`src/rtl/ibex_wb_queue.sv`:
```
`default_nettype none
// ============================================================================
// Module   : ibex_wb_queue
// Brief    : Depth-entry in-order writeback queue with operand forwarding and
//            load-hazard detection. Optional stall counter: IBEX_WB_QUEUE_PERF_EN
// Revision : 1.0 - initial release
// ============================================================================

package ibex_pkg;
    typedef enum logic [1:0] {
        WB_INSTR_LOAD  = 2'b00,
        WB_INSTR_STORE = 2'b01,
        WB_INSTR_OTHER = 2'b10
    } wb_instr_type_e;
endpackage

module ibex_wb_queue
    import ibex_pkg::*;
#(
    parameter int unsigned Depth = 2
) (
    input  logic                       clk_i,
    input  logic                       rst_ni,
    input  logic                       en_wb_i,
    input  wb_instr_type_e             instr_type_wb_i,
    input  logic [31:0]                pc_id_i,
    input  logic [4:0]                 rf_waddr_id_i,
    input  logic [31:0]                rf_wdata_id_i,
    input  logic                       rf_we_id_i,
    input  logic [31:0]                rf_wdata_lsu_i,
    input  logic                       rf_we_lsu_i,
    input  logic                       lsu_data_valid_i,
    input  logic [4:0]                 rf_raddr_a_i,
    input  logic [4:0]                 rf_raddr_b_i,
    output logic                       fwd_a_valid_o,
    output logic                       fwd_b_valid_o,
    output logic [31:0]                fwd_a_data_o,
    output logic [31:0]                fwd_b_data_o,
    output logic                       hazard_a_o,
    output logic                       hazard_b_o,
    output logic                       ready_wb_o,
    output logic [$clog2(Depth+1)-1:0] occupancy_o,
    output logic                       outstanding_load_wb_o,
    output logic                       outstanding_store_wb_o,
    output logic [31:0]                pc_wb_o,
    output logic [4:0]                 rf_waddr_wb_o,
    output logic [31:0]                rf_wdata_wb_o,
    output logic                       rf_we_wb_o,
`ifdef IBEX_WB_QUEUE_PERF_EN
    output logic [31:0]                stall_cnt_o,
`endif
    output logic                       instr_done_wb_o
);

    localparam int unsigned PTR_W = (Depth > 1) ? $clog2(Depth) : 1;
    localparam int unsigned OCC_W = $clog2(Depth + 1);
    localparam logic [PTR_W-1:0] LAST_PTR = PTR_W'(Depth - 1);
    localparam logic [OCC_W-1:0] FULL_OCC = OCC_W'(Depth);

    typedef struct packed {
        logic        valid;
        logic        hazard;
        logic [31:0] data;
    } fwd_t;

    logic [Depth-1:0] entry_valid;
    logic [Depth-1:0] entry_we;
    logic [4:0]       entry_waddr [Depth];
    logic [31:0]      entry_wdata [Depth];
    wb_instr_type_e   entry_type  [Depth];
    logic [31:0]      entry_pc    [Depth];

    logic [PTR_W-1:0] rd_ptr;
    logic [PTR_W-1:0] wr_ptr;
    logic [OCC_W-1:0] occupancy;

    logic head_valid;
    logic head_is_other;
    logic head_done;
    logic enq;
    logic rf_from_queue;
    fwd_t fwd_a;
    fwd_t fwd_b;

    function automatic logic [PTR_W-1:0] next_ptr(input logic [PTR_W-1:0] ptr);
        return (ptr == LAST_PTR) ? '0 : ptr + 1'b1;
    endfunction

    assign head_valid    = entry_valid[rd_ptr];
    assign head_is_other = (entry_type[rd_ptr] == WB_INSTR_OTHER);
    assign head_done     = head_valid & (head_is_other | lsu_data_valid_i);
    assign ready_wb_o    = (occupancy < FULL_OCC) | head_done;
    assign enq           = en_wb_i & ready_wb_o;

    // Retire clears before enqueue sets, so Depth==1 can swap its only slot.
    always_ff @(posedge clk_i or negedge rst_ni) begin
        if (!rst_ni) begin
            entry_valid <= '0;
            rd_ptr      <= '0;
            wr_ptr      <= '0;
            occupancy   <= '0;
        end else begin
            if (head_done) begin
                entry_valid[rd_ptr] <= 1'b0;
                rd_ptr              <= next_ptr(rd_ptr);
            end
            if (enq) begin
                entry_valid[wr_ptr] <= 1'b1;
                wr_ptr              <= next_ptr(wr_ptr);
            end
            case ({enq, head_done})
                2'b10:   occupancy <= occupancy + 1'b1;
                2'b01:   occupancy <= occupancy - 1'b1;
                default: occupancy <= occupancy;
            endcase
        end
    end

    always_ff @(posedge clk_i) begin
        if (enq) begin
            entry_we[wr_ptr]    <= rf_we_id_i;
            entry_waddr[wr_ptr] <= rf_waddr_id_i;
            entry_wdata[wr_ptr] <= rf_wdata_id_i;
            entry_type[wr_ptr]  <= instr_type_wb_i;
            entry_pc[wr_ptr]    <= pc_id_i;
        end
    end

    // Walk oldest to youngest so the last hit is the youngest producer.
    function automatic fwd_t fwd_lookup(input logic [4:0] raddr);
        fwd_t             res;
        logic [PTR_W-1:0] p;
        res = '0;
        p   = rd_ptr;
        for (int unsigned i = 0; i < Depth; i++) begin
            if (entry_valid[p] && (raddr != 5'd0) && (entry_waddr[p] == raddr) &&
                (entry_we[p] || (entry_type[p] == WB_INSTR_LOAD))) begin
                res.hazard = (entry_type[p] == WB_INSTR_LOAD);
                res.valid  = (entry_type[p] == WB_INSTR_OTHER);
                res.data   = (entry_type[p] == WB_INSTR_OTHER) ? entry_wdata[p] : 32'd0;
            end
            p = next_ptr(p);
        end
        return res;
    endfunction

    always_comb begin
        fwd_a = fwd_lookup(rf_raddr_a_i);
        fwd_b = fwd_lookup(rf_raddr_b_i);
    end

    assign fwd_a_valid_o = fwd_a.valid;
    assign fwd_a_data_o  = fwd_a.data;
    assign hazard_a_o    = fwd_a.hazard;
    assign fwd_b_valid_o = fwd_b.valid;
    assign fwd_b_data_o  = fwd_b.data;
    assign hazard_b_o    = fwd_b.hazard;

    always_comb begin
        outstanding_load_wb_o  = 1'b0;
        outstanding_store_wb_o = 1'b0;
        for (int unsigned i = 0; i < Depth; i++) begin
            if (entry_valid[i] && (entry_type[i] == WB_INSTR_LOAD)) begin
                outstanding_load_wb_o = 1'b1;
            end
            if (entry_valid[i] && (entry_type[i] == WB_INSTR_STORE)) begin
                outstanding_store_wb_o = 1'b1;
            end
        end
    end

    // The LSU write path is the fallback; a queued OTHER result never coincides with it.
    assign rf_from_queue   = head_valid & head_is_other & entry_we[rd_ptr];
    assign rf_we_wb_o      = rf_from_queue ? 1'b1 : rf_we_lsu_i;
    assign rf_wdata_wb_o   = rf_from_queue ? entry_wdata[rd_ptr] : rf_wdata_lsu_i;
    assign rf_waddr_wb_o   = head_valid ? entry_waddr[rd_ptr] : rf_waddr_id_i;
    assign pc_wb_o         = head_valid ? entry_pc[rd_ptr] : 32'd0;
    assign instr_done_wb_o = head_done;
    assign occupancy_o     = occupancy;

`ifdef IBEX_WB_QUEUE_PERF_EN
    logic [31:0] stall_cnt;

    always_ff @(posedge clk_i or negedge rst_ni) begin
        if (!rst_ni) begin
            stall_cnt <= '0;
        end else if (en_wb_i && !ready_wb_o && !(&stall_cnt)) begin
            stall_cnt <= stall_cnt + 1'b1;
        end
    end

    assign stall_cnt_o = stall_cnt;
`endif

    lsu_valid_needs_mem_head: assert property (@(posedge clk_i) disable iff (!rst_ni)
        lsu_data_valid_i |-> (head_valid && !head_is_other));

    lsu_we_needs_load_head: assert property (@(posedge clk_i) disable iff (!rst_ni)
        rf_we_lsu_i |-> (head_valid && (entry_type[rd_ptr] == WB_INSTR_LOAD)));

endmodule
`default_nettype wire

```
`config.mk`:
```
export PLATFORM = sky130hd
export DESIGN_NAME = ibex_wb_queue
export DESIGN_NICKNAME = d
export VERILOG_FILES = /design/src/rtl/ibex_wb_queue.sv
export SDC_FILE = /design/constraint.sdc
export NUM_CORES = 1
export LEC_CHECK = 0
export ABC_CLOCK_PERIOD_IN_PS = 6300
export BUFFER_PORTS_ARGS = -buffer_cell sky130_fd_sc_hd__buf_2
export CAP_MARGIN = 20
export CORE_MARGIN = 2
export CORE_UTILIZATION = 30
export DETAILED_ROUTE_END_ITERATION = 16
export SLEW_MARGIN = 20
export SYNTH_ARGS = -nofsm -noshare
export SYNTH_HDL_FRONTEND = slang
export SYNTH_SLANG_ARGS = --single-unit
```
`constraint.sdc`:
```
create_clock -name clk_i -period 6.3 [get_ports clk_i]
set_input_delay 0 -clock clk_i [delete_from_list [all_inputs] [get_ports clk_i]]
set_output_delay 0 -clock clk_i [all_outputs]
set_load 0.02 [all_outputs]
```
== After elaboration in Yosys (flattened, before gate mapping) ==
Memories as Yosys holds them, arrays and structs flattened.
Index checks and enable logic that the tools add are counted.

* Flip-flop bits (word level): 8
* RAM bits: 142
* Input bits: 119
* Word-level logic and storage cells: 99
* Memories kept: 4

* Add/subtract/negate cells: 4
* Order comparisons: 6
* Equal/unequal tests: 10
* Multiplexer cells: 34
* Bitwise operators: 9
* Reduce and logical (&&, ||, !) cells: 27

{| class="wikitable"
|+ Memories
! memory !! depth !! bits a word !! read ports !! clocked after Yosys merged registers in !! wr ports !! RTL line !! RTL
|-
| entry_pc || 2 || 32 || 1 || 0 || 1 || 71 || <nowiki>logic [31:0] entry_pc [Depth];</nowiki>
|-
| entry_wdata || 2 || 32 || 2 || 0 || 1 || 69 || <nowiki>logic [31:0] entry_wdata [Depth];</nowiki>
|-
| entry_waddr || 2 || 5 || 2 || 0 || 1 || 68 || <nowiki>logic [4:0] entry_waddr [Depth];</nowiki>
|-
| entry_type || 2 || 2 || 4 || 0 || 1 || 70 || <nowiki>wb_instr_type_e entry_type [Depth];</nowiki>
|}

{| class="wikitable"
|+ Operators with widths
! operator !! number
|-
| 34-bit two-way mux || 4
|-
| 32-bit two-way mux || 4
|-
| 5-bit == test || 4
|-
| 1-bit two-way mux || 19
|-
| 1-bit logical AND || 18
|-
| 5-bit nonzero test || 2
|-
| 2-bit zero test || 4
|-
| 2-bit by 1-bit == test with 1-bit output, second input constant || 3
|-
| 2-bit == test, second input constant || 3
|-
| 1-bit by 2-bit less-than comparator with 1-bit output, second input constant || 3
|-
| 5-bit two-way mux || 1
|-
| 1-bit AND || 4
|-
| 2-bit two-way mux || 2
|-
| 2-bit case mux with 2 select lines || 1
|-
| 1-bit adder, second input constant || 2
|-
| 2-bit by 1-bit adder with 2-bit output, second input constant || 1
|-
| 2-bit AND || 1
|-
| 2-bit bitwise mux || 1
|-
| 1-bit demux with 1-bit select || 2
|-
| 1-bit >= comparator, second input constant || 2
|-
| 1-bit logical OR || 2
|-
| 2-bit less-than comparator, second input constant || 1
|-
| 2-bit inverter || 1
|-
| 1-bit OR || 2
|-
| other kinds (3) || 3
|}

== Longest topological paths before layout ==
Gate-level depths: netlist of the first run.

* Depth after elaboration: 9
* Gate-level depth with buffers: 10
* Gate-level depth less buffers: 8

== Least setup slack after synthesis of the first run ==
Ideal clock, no wire load.

* Path type: register -> register
* From: register rd_ptr
* To: memory entry_pc[0][0] (enable)
* Setup time: 503 ps
* Data arrival time: 4860 ps
* Slack: 937 ps
* Stages on the path, launching flop included: 8
* Path buffers: 2
* Cell sequence: dfrtp_1 > buf_6 > buf_2 > nor3b_1 > a211oi_1 > o21ai_0 > nand2_1 > nor2_1

* Cells in the longest elaborated chain, start to end: 8

{| class="wikitable"
|+ Ends and longest elaborated chain
! what !! RTL line !! RTL
|-
| start, declared || 73 || <nowiki>logic [PTR_W-1:0] rd_ptr;</nowiki>
|-
| start signal, assigned || 105 || <nowiki>rd_ptr <= next_ptr(rd_ptr);</nowiki>
|-
| memory 2 x 2 bit || - ||
|-
| 2-bit == test || 90 || <nowiki>assign head_is_other = (entry_type[rd_ptr] == WB_INSTR_OTHER);</nowiki>
|-
| 1-bit OR || 91 || <nowiki>assign head_done = head_valid & (head_is_other | lsu_data_valid_i);</nowiki>
|-
| 1-bit AND * || 91 ||
|-
| 1-bit OR * || 92 || <nowiki>assign ready_wb_o = (occupancy < FULL_OCC) | head_done;</nowiki>
|-
| via ready_wb_o || 41 || <nowiki>output logic ready_wb_o,</nowiki>
|-
| 1-bit AND * || 93 || <nowiki>assign enq = en_wb_i & ready_wb_o;</nowiki>
|-
| 1-bit two-way mux * || 120 || <nowiki>if (enq) begin</nowiki>
|-
| 1-bit two-way mux (implied by the code) * || 125 || <nowiki>entry_pc[wr_ptr] <= pc_id_i;</nowiki>
|-
| end, declared || 71 ||
|}

Mark *: on every way through the listed nets, which the timed path passes. The rest lies on a longest branch. The select of a mux whose other input is x is not followed.

== Worst setup path after layout of the first run ==
* From: register rd_ptr
* To: output port fwd_b_data_o[18]

* Cells in the longest elaborated chain, start to end: 8

{| class="wikitable"
|+ Ends and longest elaborated chain
! what !! RTL line !! RTL
|-
| parallel branches: the longest is 7 deep, another holds memory 2 x 5 bit || - ||
|-
| 34-bit two-way mux * || 136 || <nowiki>if (entry_valid[p] && (raddr != 5'd0) && (entry_waddr[p] == raddr) &&</nowiki>
|-
| end, declared || 38 || <nowiki>output logic [31:0] fwd_b_data_o,</nowiki>
|}

Mark *: on every way between the ends. The select of a mux whose other input is x is not followed.

==> out/metrics.cfg, run 1 <==
[run_status]
outcome=complete, no violations

[sta]
final.period_utilization=0.681
rsz0062_at_grt=no
final.setup.tns_ns=0
setup_viol=0
layout_min_cycle_time_ns=4.29
hold_violations=0
worstMarginPinSlew_ns=0.873
maxSlewViolCount=0
max_freq_ghz=0.233
layout_setup_ws_ns=2.01
finalClockSkew_ns=0.0145
whs_ns=0.285
relSlewSlack=0.406

[critical_path]
path_class=reg -> out
worstPathCellList=buf_4 -> mux2i_4 -> nor4_2 -> buf_4 -> o2111ai_1 -> a22oi_1 -> buf_2
r2r_start=rd_ptr$_DFFE_PN0P_
crit_required_ns=6.30
r2r_setup_slack_ns=3.16
slowest_stage=dfrtp_4
crit_arrival_ns=4.29
endpoint_kind=primary output
slowest_delay_ns=0.98
r2r-end=entry_wdata[0][21]$_DFFE_PP_
crit_path_max_fanout=65
worstRegToRegCells=6
start_kind=register
critPathMostFrequentCell=buf_4

[global_route]
grt_use_total=0.196
globalRouteMet2Util=0.318
grt_pass1_vias=8956
grt.busiest_layer=met2
grt.met1_usage=0.256
grt_pass1_wl_um=51500
antenna_found_initial=1
grt.met3_usage=0.0445
overflow=0
grt_max_degree=74

[clock_network]
cts.sinks=150
clock_latency_ns=0.43
post_cts_resized=0
numCtsBuffers=17
postCtsSetupRepairBufs=0
ctsRootBufferMaster=clkbuf_16
cts.clk_slew.worst_paths_ns=0.06
cts_max_path_buffers=2
cts_tree=done
cts-htree-levels=4

[detailed_routing]
wirelength_um=33300
post-route-drc-count=0
drtPass1Iterations=8
drtIter0Drc=903
vias=9383
routedWlPerCell_um=21.6
post_drt_via_cell_ratio=6.08
antenna_left=0

[pwr]
peakVddDrop_mv=0.254
seq_power_share=0.288
internal-power_mw=2.92
comb_power_share=0.525
clockPowerShare=0.188
p_sw_frac=0.481
p_per_area_nw_per_um2=449
p_sw_mw=2.70
leakage_nw=4.50

[placement]
dpl_worst_slack_ns=2.56
hpwl_um=19800
gp_congestion=0.801
numPortBuffers=262

[logic_synthesis]
synthCells=881
synth_fp_nets=1001
ys_ff_latch=150
ys_warn_count=0
synth_edf_count=144
synth_area_um2=9620
avgSynthCellArea_um2=10.9
async_flop_share=0.0400
seq_area_frac_synth=0.465
ys_types=46
synth-main-ff-cell=edfxtp_1

[cells_and_area]
num-nets-final=1248
areaGrowthSynthToFinish_pct=30.2
drive_gt1_frac=0.295

[hold_path]
whs_endpoint=entry_pc[0][17]$_DFFE_PP_
hold_depth=2
hp-start=pc_id_i[17]
min_path_type=in -> reg

[floorplanning]
rows=65
fp.dieW_um=183
core_area_um2=31600
start_util=0.305
die_h_um=183
die_area_um2=33500
io_pins=263

[run]
maxCapViolCount=0

[synthesized netlist by cell type (9+ instances only)]
master | n | share of area
edfxtp_1 | 144 | 0.45
a41oi_1 | 128 | 0.12
o2111ai_1 | 128 | 0.12
clkbuf_1 | 96 | 0.037
mux2i_1 | 75 | 0.078
a22oi_1 | 64 | 0.050
nor2_1 | 51 | 0.020
nand2_1 | 37 | 0.014
o21ai_0 | 37 | 0.019
buf_2 | 24 | 0.012
xnor2_1 | 19 | 0.017
buf_1 | 9 | 0.0035
[power groups by stage]
stage	clock [mW]	sequential, mW	combinational, mW
global placement	0	1.63	2.87
finish	1.06	1.62	2.95
CTS	1.08	1.62	2.95
global route	1.12	1.65	3.19
detailed placement	0	1.64	2.91
floorplan	0	1.53	2.02
[layout by cell type, fill, tap and decap left out, types with 19 or more instances in the layout]
master and n:
edfxtp_1 144, o21ai_0 37, a22oi_1 64, o2111ai_1 128
nand2_1 37, buf_4 19, mux2i_1 73, xnor2_1 19
buf_2 262, nor2_1 48, a41oi_1 128, dlygate4sd3_1 76
[metrics by stage]
step	instances	cell area (µm²)	power [mW]	utilization
final	1544	12500	5.62	0.397
after global routing	1544	12500	5.96	0.397
after CTS	1543	12500	5.66	0.397
after detailed placement	1435	11100	4.54	0.353
after global placement	1435	11100	4.50	0.353
after floorplan	881	9620	3.55	-
[cell families (layout without fill, tap and decap cells)]
group | Yosys count | count (layout) | share of synthesized area
adder cells (fa/ha/maj) | 1 | 1 | 0.00130
AO/OA/AOI/OAI | 375 | 375 | 0.314
XOR/XNOR | 24 | 24 | 0.0219
AND/OR/NAND/NOR | 120 | 120 | 0.0592
flip-flops | 150 | 150 | 0.465
buffers and inverters | 133 | 393 | 0.0566
multiplexers | 78 | 78 | 0.0821
other | 0 | 1 | 0
[worst max-delay path: cells and delay by family, from the launching register on]
family                 cells  cell delay (ns)
buffers and inverters      3             1.49
DFF                        1             0.98
AOI/OAI and AO/OA          2             0.51
muxes                      1             0.37
and+or+nand+nor            1             0.34
[layer usage]
metal / up-vias / wire, µm
met5: - / 0
met4: 0 / 860
met3: 54 / 2810
met2: 476 / 15500
met1: 4571 / 14100
li1: 4282 / -
[registers in the layout (all words and copies together) (netlist names)]
signal	flops
wr_ptr	1
entry_wdata	64
entry_we	2
rd_ptr	1
entry_type	4
entry_waddr	10
entry_pc	64
occupancy_o	2
entry_valid	2
[what timing repair did]
item	in CTS	in global routing
endpoints found under the setup margin	0	0
endpoints found under the hold margin	154	0
hold buffers	76	0
[worst max-delay path by stage]
stage	start	end	cells after the start
2_1_floorplan	rd_ptr$_DFFE_PN0P_	entry_pc[0][0]$_DFFE_PP_	7
3_3_place_gp	rd_ptr$_DFFE_PN0P_	fwd_a_data_o[23]	7
3_5_place_dp	rd_ptr$_DFFE_PN0P_	fwd_b_data_o[2]	7
4_1_cts	rd_ptr$_DFFE_PN0P_	fwd_b_data_o[2]	7
5_1_grt	rd_ptr$_DFFE_PN0P_	fwd_b_data_o[31]	7
6_report	rd_ptr$_DFFE_PN0P_	fwd_b_data_o[18]	7
[final cells by class]
class | instances | area (µm²)
Clock inverter | 15 | 185
Clock buffer | 17 | 425
Sequential cell | 150 | 4480
Inverter | 2 | 7.51
Timing Repair Buffer | 359 | 2240
Fill cell | 3047 | 19000
Tap cell | 402 | 503
Multi-Input combinational cell | 598 | 4680
Antenna cell | 1 | 2.50
(Power assumes the default switching activity.)
==> run 2: changes to the inputs <==
--- a/config.mk
+++ b/config.mk
@@ -5,7 +5,8 @@
 export SDC_FILE = /design/constraint.sdc
 export NUM_CORES = 1
 export LEC_CHECK = 0
-export ABC_CLOCK_PERIOD_IN_PS = 6300
+export ABC_AREA = 1
+export ABC_CLOCK_PERIOD_IN_PS = 4500
 export BUFFER_PORTS_ARGS = -buffer_cell sky130_fd_sc_hd__buf_2
 export CAP_MARGIN = 20
 export CORE_MARGIN = 2
==> constraint.sdc (replaced) <==
create_clock -name clk_i -period 4.5 [get_ports clk_i]
set_input_delay 0 -clock clk_i [delete_from_list [all_inputs] [get_ports clk_i]]
set_output_delay 0 -clock clk_i [all_outputs]
set_load 0.02 [all_outputs]
==> run 2 against run 1 <==
Net effect: via count is 12% lower; sequential power increased by 30%; synthesized area fell by 11%; combinational power grew 12%; non-clock buffer count fell by 2; sequential share of layout area increased by 3.1 points; clock power grew 40%; critical path type unchanged; critical endpoint is now rf_wdata_wb_o[23]; highest routed layer unchanged.
==> out/metrics.cfg, run 2 <==
[run_status]
outcome=complete, no violations

[pwr]
fin_total_pwr_mw=6.87
leakage_nw=5.80
peakVddDrop_mv=0.324
p_per_area_nw_per_um2=596

[logic_synthesis]
synth_fp_nets=1194
synth_top_area_frac=0.506
synth_area_um2=8540
ys_warn_count=0
synth_area_leaders=edfxtp_1, nand2_1, nand3_1
synthCells=1074
synth_edf_count=144
synth_most_common_cell=nand2_1
synth-main-ff-cell=edfxtp_1
ys_ff_latch=150
seq_area_frac_synth=0.524
async_flop_share=0.0400
avgSynthCellArea_um2=7.95
ys_top_cells_by_count=nand2_1, edfxtp_1, nand3_1, inv_1, o21ai_0
yosysTopAreaCell=edfxtp_1
ys_types=26

[sta]
setup_viol=0
layout_setup_ws_ns=0.827
maxSlewViolCount=0
finalClockSkew_ns=0.0127
final.setup.tns_ns=0
layout_min_cycle_time_ns=3.67
relSlewSlack=0.554
final.period_utilization=0.816
max_freq_ghz=0.272
worstMarginPinSlew_ns=0.670
rsz0062_at_grt=no
hold_violations=0

[critical_path]
crit_arrival_ns=3.67
crit_required_ns=4.50
start_kind=register
path_class=reg -> out
endpoint_kind=primary output
crit_path_max_fanout=63

[floorplanning]
die_h_um=173
fp.dieW_um=173
start_util=0.306
die_area_um2=29800
core_area_um2=27900
rows=61
io_pins=263

[clock_network]
cts.sinks=150
cts-htree-levels=4
clock_latency_ns=0.43
cts_tree=done
cts_max_path_buffers=2
cts.clk_slew.worst_paths_ns=0.07
numCtsBuffers=17
ctsRootBufferMaster=clkbuf_16

[detailed_routing]
drtIter0Drc=614
post_drt_via_cell_ratio=4.66
wirelength_um=27300
routedWlPerCell_um=15.3
antenna_left=0
top_layer_used=met4
post-route-drc-count=0
vias=8300
route.met3.wl_um=2130
wl_met2_um=13100
met1_length_um=11800
drtPass1Iterations=5

[cells_and_area]
top_regs=entry_pc (64), entry_wdata (64), entry_waddr (10)
num-nets-final=1508
areaGrowthSynthToFinish_pct=35.1
final_cell_mix=nand2_1, buf_2, edfxtp_1, nand3_1, inv_1
drive_gt1_frac=0.236
mostFrequentLayoutCell=nand2_1

[global_route]
overflow=0
grt_use_total=0.182
grt_pass1_vias=7996
grt_max_degree=64
antenna_found_initial=2
grt_pass1_wl_um=43000

[hold_path]
min_path_type=in -> reg

[placement]
hpwl_um=19200
numPortBuffers=262
dpl_worst_slack_ns=1.11
gp_congestion=0.824

[run]
maxCapViolCount=0

==> run 2: cell count changes after synthesis, sizes merged, moves of 77 or more <==
cell / change
nand2: +394
a41oi: -128
inv: +101
mux2i: -77
o2111ai: -128
nand3: +125
==> run 2: cell type report <==
cell class / instances / area [µm²]
Antenna cell: 2 / 5.00
Fill cell: 2877 / 16400
Multi-Input combinational cell: 759 / 3320
Timing Repair Buffer: 357 / 2250
Tap cell: 378 / 473
Sequential cell: 150 / 4480
Clock inverter: 14 / 185
Clock buffer: 18 / 429
Inverter: 103 / 388
==> run 2: what timing repair did <==
action / 4_1_cts / 5_1_grt
buffers inserted: 0 / 0
resized for setup: 0 / 0
hold buffers: 75 / 0
hold endpoints to repair: 151 / 0
==> run 2: stage by stage <==
stage	instances	cell area, µm²	util	hold slack [ns]
final	1781	11500	0.413	0.0637
after global routing	1781	11500	0.413	0.0943
after CTS	1779	11500	0.413	0.0487
after detailed placement	1672	10200	0.364	-0.165
after global placement	1672	10200	0.364	-0.168
after floorplan	1074	8540	-	-0.296
==> run 2: cell families after synthesis <==
family | after synthesis | share of synthesized area
and+or+nand+nor | 639 | 0.305
buffers and inverters | 165 | 0.0901
DFF | 150 | 0.524
AOI/OAI and AO/OA | 115 | 0.0750
xor gates and xnor gates | 4 | 0.00410
adders and majority gates | 1 | 0.00147
==> run 2: power breakdown <==
| group | leakage (nW) | switching (mW) | total (mW) | internal [mW] |
|---|---|---|---|---|
| sequential | 1.40 | 0.172 | 2.10 | 1.92 |
| clock | 0.302 | 0.631 | 1.48 | 0.847 |
| combinational | 4.10 | 2.37 | 3.30 | 0.930 |
| total | 5.80 | 3.17 | 6.87 | 3.70 |
==> run 2: routing by layer <==
metal  GRT usage  vias up
met5           0        -
met4      0.0420        0
met3      0.0413       18
met2       0.310      339
met1       0.236     3804
li1            -     4139
==> run 2: worst paths after layout <==
kind                            slack [ns]                           to  depth (start not counted)                        from
worst min register to register        0.51   occupancy_o[1]$_DFFE_PN0P_                          1  occupancy_o[1]$_DFFE_PN0P_
min in group asynchronous             0.52   occupancy_o[0]$_DFFE_PN0P_                          3                      rst_ni
worst max register to register        1.19  entry_wdata[1][7]$_DFFE_PP_                         11          rd_ptr$_DFFE_PN0P_
max in group asynchronous             3.73           rd_ptr$_DFFE_PN0P_                          3                      rst_ni
worst min-delay path                  0.06           rd_ptr$_DFFE_PN0P_                          5            lsu_data_valid_i
worst max-delay path                  0.83            rf_wdata_wb_o[23]                         12          rd_ptr$_DFFE_PN0P_
==> run 2: worst max-delay path, cell delays in order (launching register included) <==
cell and delay [ns]:
dfrtp_4 0.75, clkinv_2 0.19, buf_4 0.35, nand2_1 0.14
nand2_1 0.08, nand2_2 0.08, buf_4 0.40, inv_1 0.16
nand2_2 0.33, buf_4 0.36, nand2_1 0.08, o21ai_0 0.09
buf_2 0.21
==> run 3: changes to the inputs <==
--- a/config.mk
+++ b/config.mk
@@ -6,7 +6,7 @@
 export NUM_CORES = 1
 export LEC_CHECK = 0
 export ABC_AREA = 1
-export ABC_CLOCK_PERIOD_IN_PS = 4500
+export ABC_CLOCK_PERIOD_IN_PS = 3290
 export BUFFER_PORTS_ARGS = -buffer_cell sky130_fd_sc_hd__buf_2
 export CAP_MARGIN = 20
 export CORE_MARGIN = 2
==> constraint.sdc (replaced) <==
create_clock -name clk_i -period 3.29 [get_ports clk_i]
set_input_delay 0 -clock clk_i [delete_from_list [all_inputs] [get_ports clk_i]]
set_output_delay 0 -clock clk_i [all_outputs]
set_load 0.02 [all_outputs]
==> run 3 against run 2 <==
Net effect: clock-buffer cell count is the same; critical endpoint is now fwd_b_valid_o; sequential power grew 35%; design area grew 0.38%.
==> out/metrics.cfg, run 3 (synthesis gave the netlist of run 2 again) <==
[run_status]
outcome=complete, no violations

[cells_and_area]
drive_gt1_frac=0.236
mostFrequentLayoutCell=nand2_1
multiInputGateArea_um2=3330
seqCellArea_um2=4480
final_cell_mix=nand2_1, buf_2, edfxtp_1, nand3_1, inv_1
top_regs=entry_pc (64), entry_wdata (64), entry_waddr (10)
fillerInstances=2848
num-nets-final=1511
areaGrowthSynthToFinish_pct=35.6

[floorplanning]
start_util=0.306
die_h_um=173
die_area_um2=29800
rows=61
fp.dieW_um=173
core_area_um2=27900
io_pins=263

[pwr]
internal-power_mw=5.10
leakage_nw=5.82
p_sw_mw=4.37
fin_total_pwr_mw=9.47
clockPowerShare=0.210
p_per_area_nw_per_um2=818
comb_power_share=0.491
p_sw_frac=0.461
seq_power_share=0.299
peakVddDrop_mv=0.619

[sta]
layout_setup_ws_ns=0.275
final.period_utilization=0.916
finalClockSkew_ns=0.0104
hold_violations=0
maxSlewViolCount=0
max_freq_ghz=0.332
worstMarginPinSlew_ns=0.572
setup_viol=0
layout_min_cycle_time_ns=3.01
relSlewSlack=0.616

[critical_path]
critPathMostFrequentCell=nand2_1
crit_required_ns=3.29
path_class=reg -> out
crit_path_max_fanout=34
crit_arrival_ns=3.01
worstPathCellList=clkinv_2 -> buf_4 -> nand2_1 -> nand2_1 -> nand2_1 -> nand2_1 -> nor2_1 -> nand2_1 -> nor2_4 -> buf_4 -> nand3_1 -> nand2_1 -> buf_2
slowest_delay_ns=0.64
endpoint_kind=primary output
start_kind=register
slowest_stage=dfrtp_4

[placement]
hpwl_um=18900
dpl_worst_slack_ns=0.486
numPortBuffers=262
gp_congestion=0.843

[detailed_routing]
routedWlPerCell_um=15.4
drtIter0Drc=518
post-route-drc-count=0
drtPass1Iterations=5
wirelength_um=27400
post_drt_via_cell_ratio=4.66
vias=8317
antenna_left=0

[global_route]
grt_use_total=0.180
overflow=0
grt_max_degree=53
grt_pass1_vias=8202
antenna_found_initial=2
grt_pass1_wl_um=42800

[clock_network]
cts-htree-levels=4
cts.sinks=150
clock_latency_ns=0.43
cts.clk_slew.worst_paths_ns=0.06
cts_tree=done
cts_max_path_buffers=2
numCtsBuffers=17
ctsRootBufferMaster=clkbuf_16

[run]
maxCapViolCount=0

[hold_path]
min_path_type=in -> reg

==> run 3: timing repair <==
item | 4_1_cts | 5_1_grt
resized for setup | 0 | 2
hold buffers | 75 | 0
buffers inserted | 0 | 1
hold endpoints to repair | 151 | 0
setup endpoints to repair | 0 | 87
==> run 3: power by group through the flow <==
stage	logic, mW	registers [mW]	clock network (mW)
after global routing	5.18	2.88	2.10
final	4.65	2.83	1.99
after CTS	4.62	2.86	2.03
after detailed placement	4.52	2.90	0
after global placement	4.48	2.89	0
after floorplan	3.15	2.82	0
==> run 3: final cells by class <==
class                   count  area share
inverters                 103      0.0335
clock inverters            14      0.0143
clock buffers              18      0.0371
multi-input cells         759       0.288
well taps                 378      0.0409
repair buffers            360       0.199
diodes                      2    0.000432
flip-flops and latches    150       0.387
==> run 3: layer usage <==
metal,part of all wire,vias to the layer above,global-route usage
met5,0,-,0
met4,0.011,0,0.0456
met3,0.072,25,0.0407
met2,0.48,338,0.315
met1,0.43,3805,0.226
li1,-,4149,-
==> run 3: metrics by stage <==
stage	hold WS, ns	TNS, ns	std cells	utilization	area [µm²]
after global placement	-0.169	0	1674	0.365	10200
after detailed placement	-0.168	0	1674	0.365	10200
final	0.0847	0	1784	0.414	11600
after CTS	0.0804	0	1781	0.413	11500
after global routing	0.0899	-0.00437	1784	0.414	11600
after floorplan	-0.296	-57.74	1074	-	8540
==> run 3: worst paths after layout <==
check | from | endpoint | slack, ns | cells past startpoint
max | rd_ptr$_DFFE_PN0P_ | fwd_b_valid_o | 0.28 | 13
min | lsu_data_valid_i | rd_ptr$_DFFE_PN0P_ | 0.08 | 5
max reg2reg | rd_ptr$_DFFE_PN0P_ | entry_wdata[0][10]$_DFFE_PP_ | 0.81 | 11
min reg2reg | occupancy_o[1]$_DFFE_PN0P_ | occupancy_o[1]$_DFFE_PN0P_ | 0.50 | 1
max in group asynchronous | rst_ni | rd_ptr$_DFFE_PN0P_ | 2.52 | 3
min in group asynchronous | rst_ni | occupancy_o[0]$_DFFE_PN0P_ | 0.52 | 3
==> run 3: critical path, delay by kind of cell (launching register included) <==
family / cells / cell delay [ns]
AND/OR/NAND/NOR: 9 / 1.01
buffers and inverters: 4 / 0.94
flip-flops: 1 / 0.64
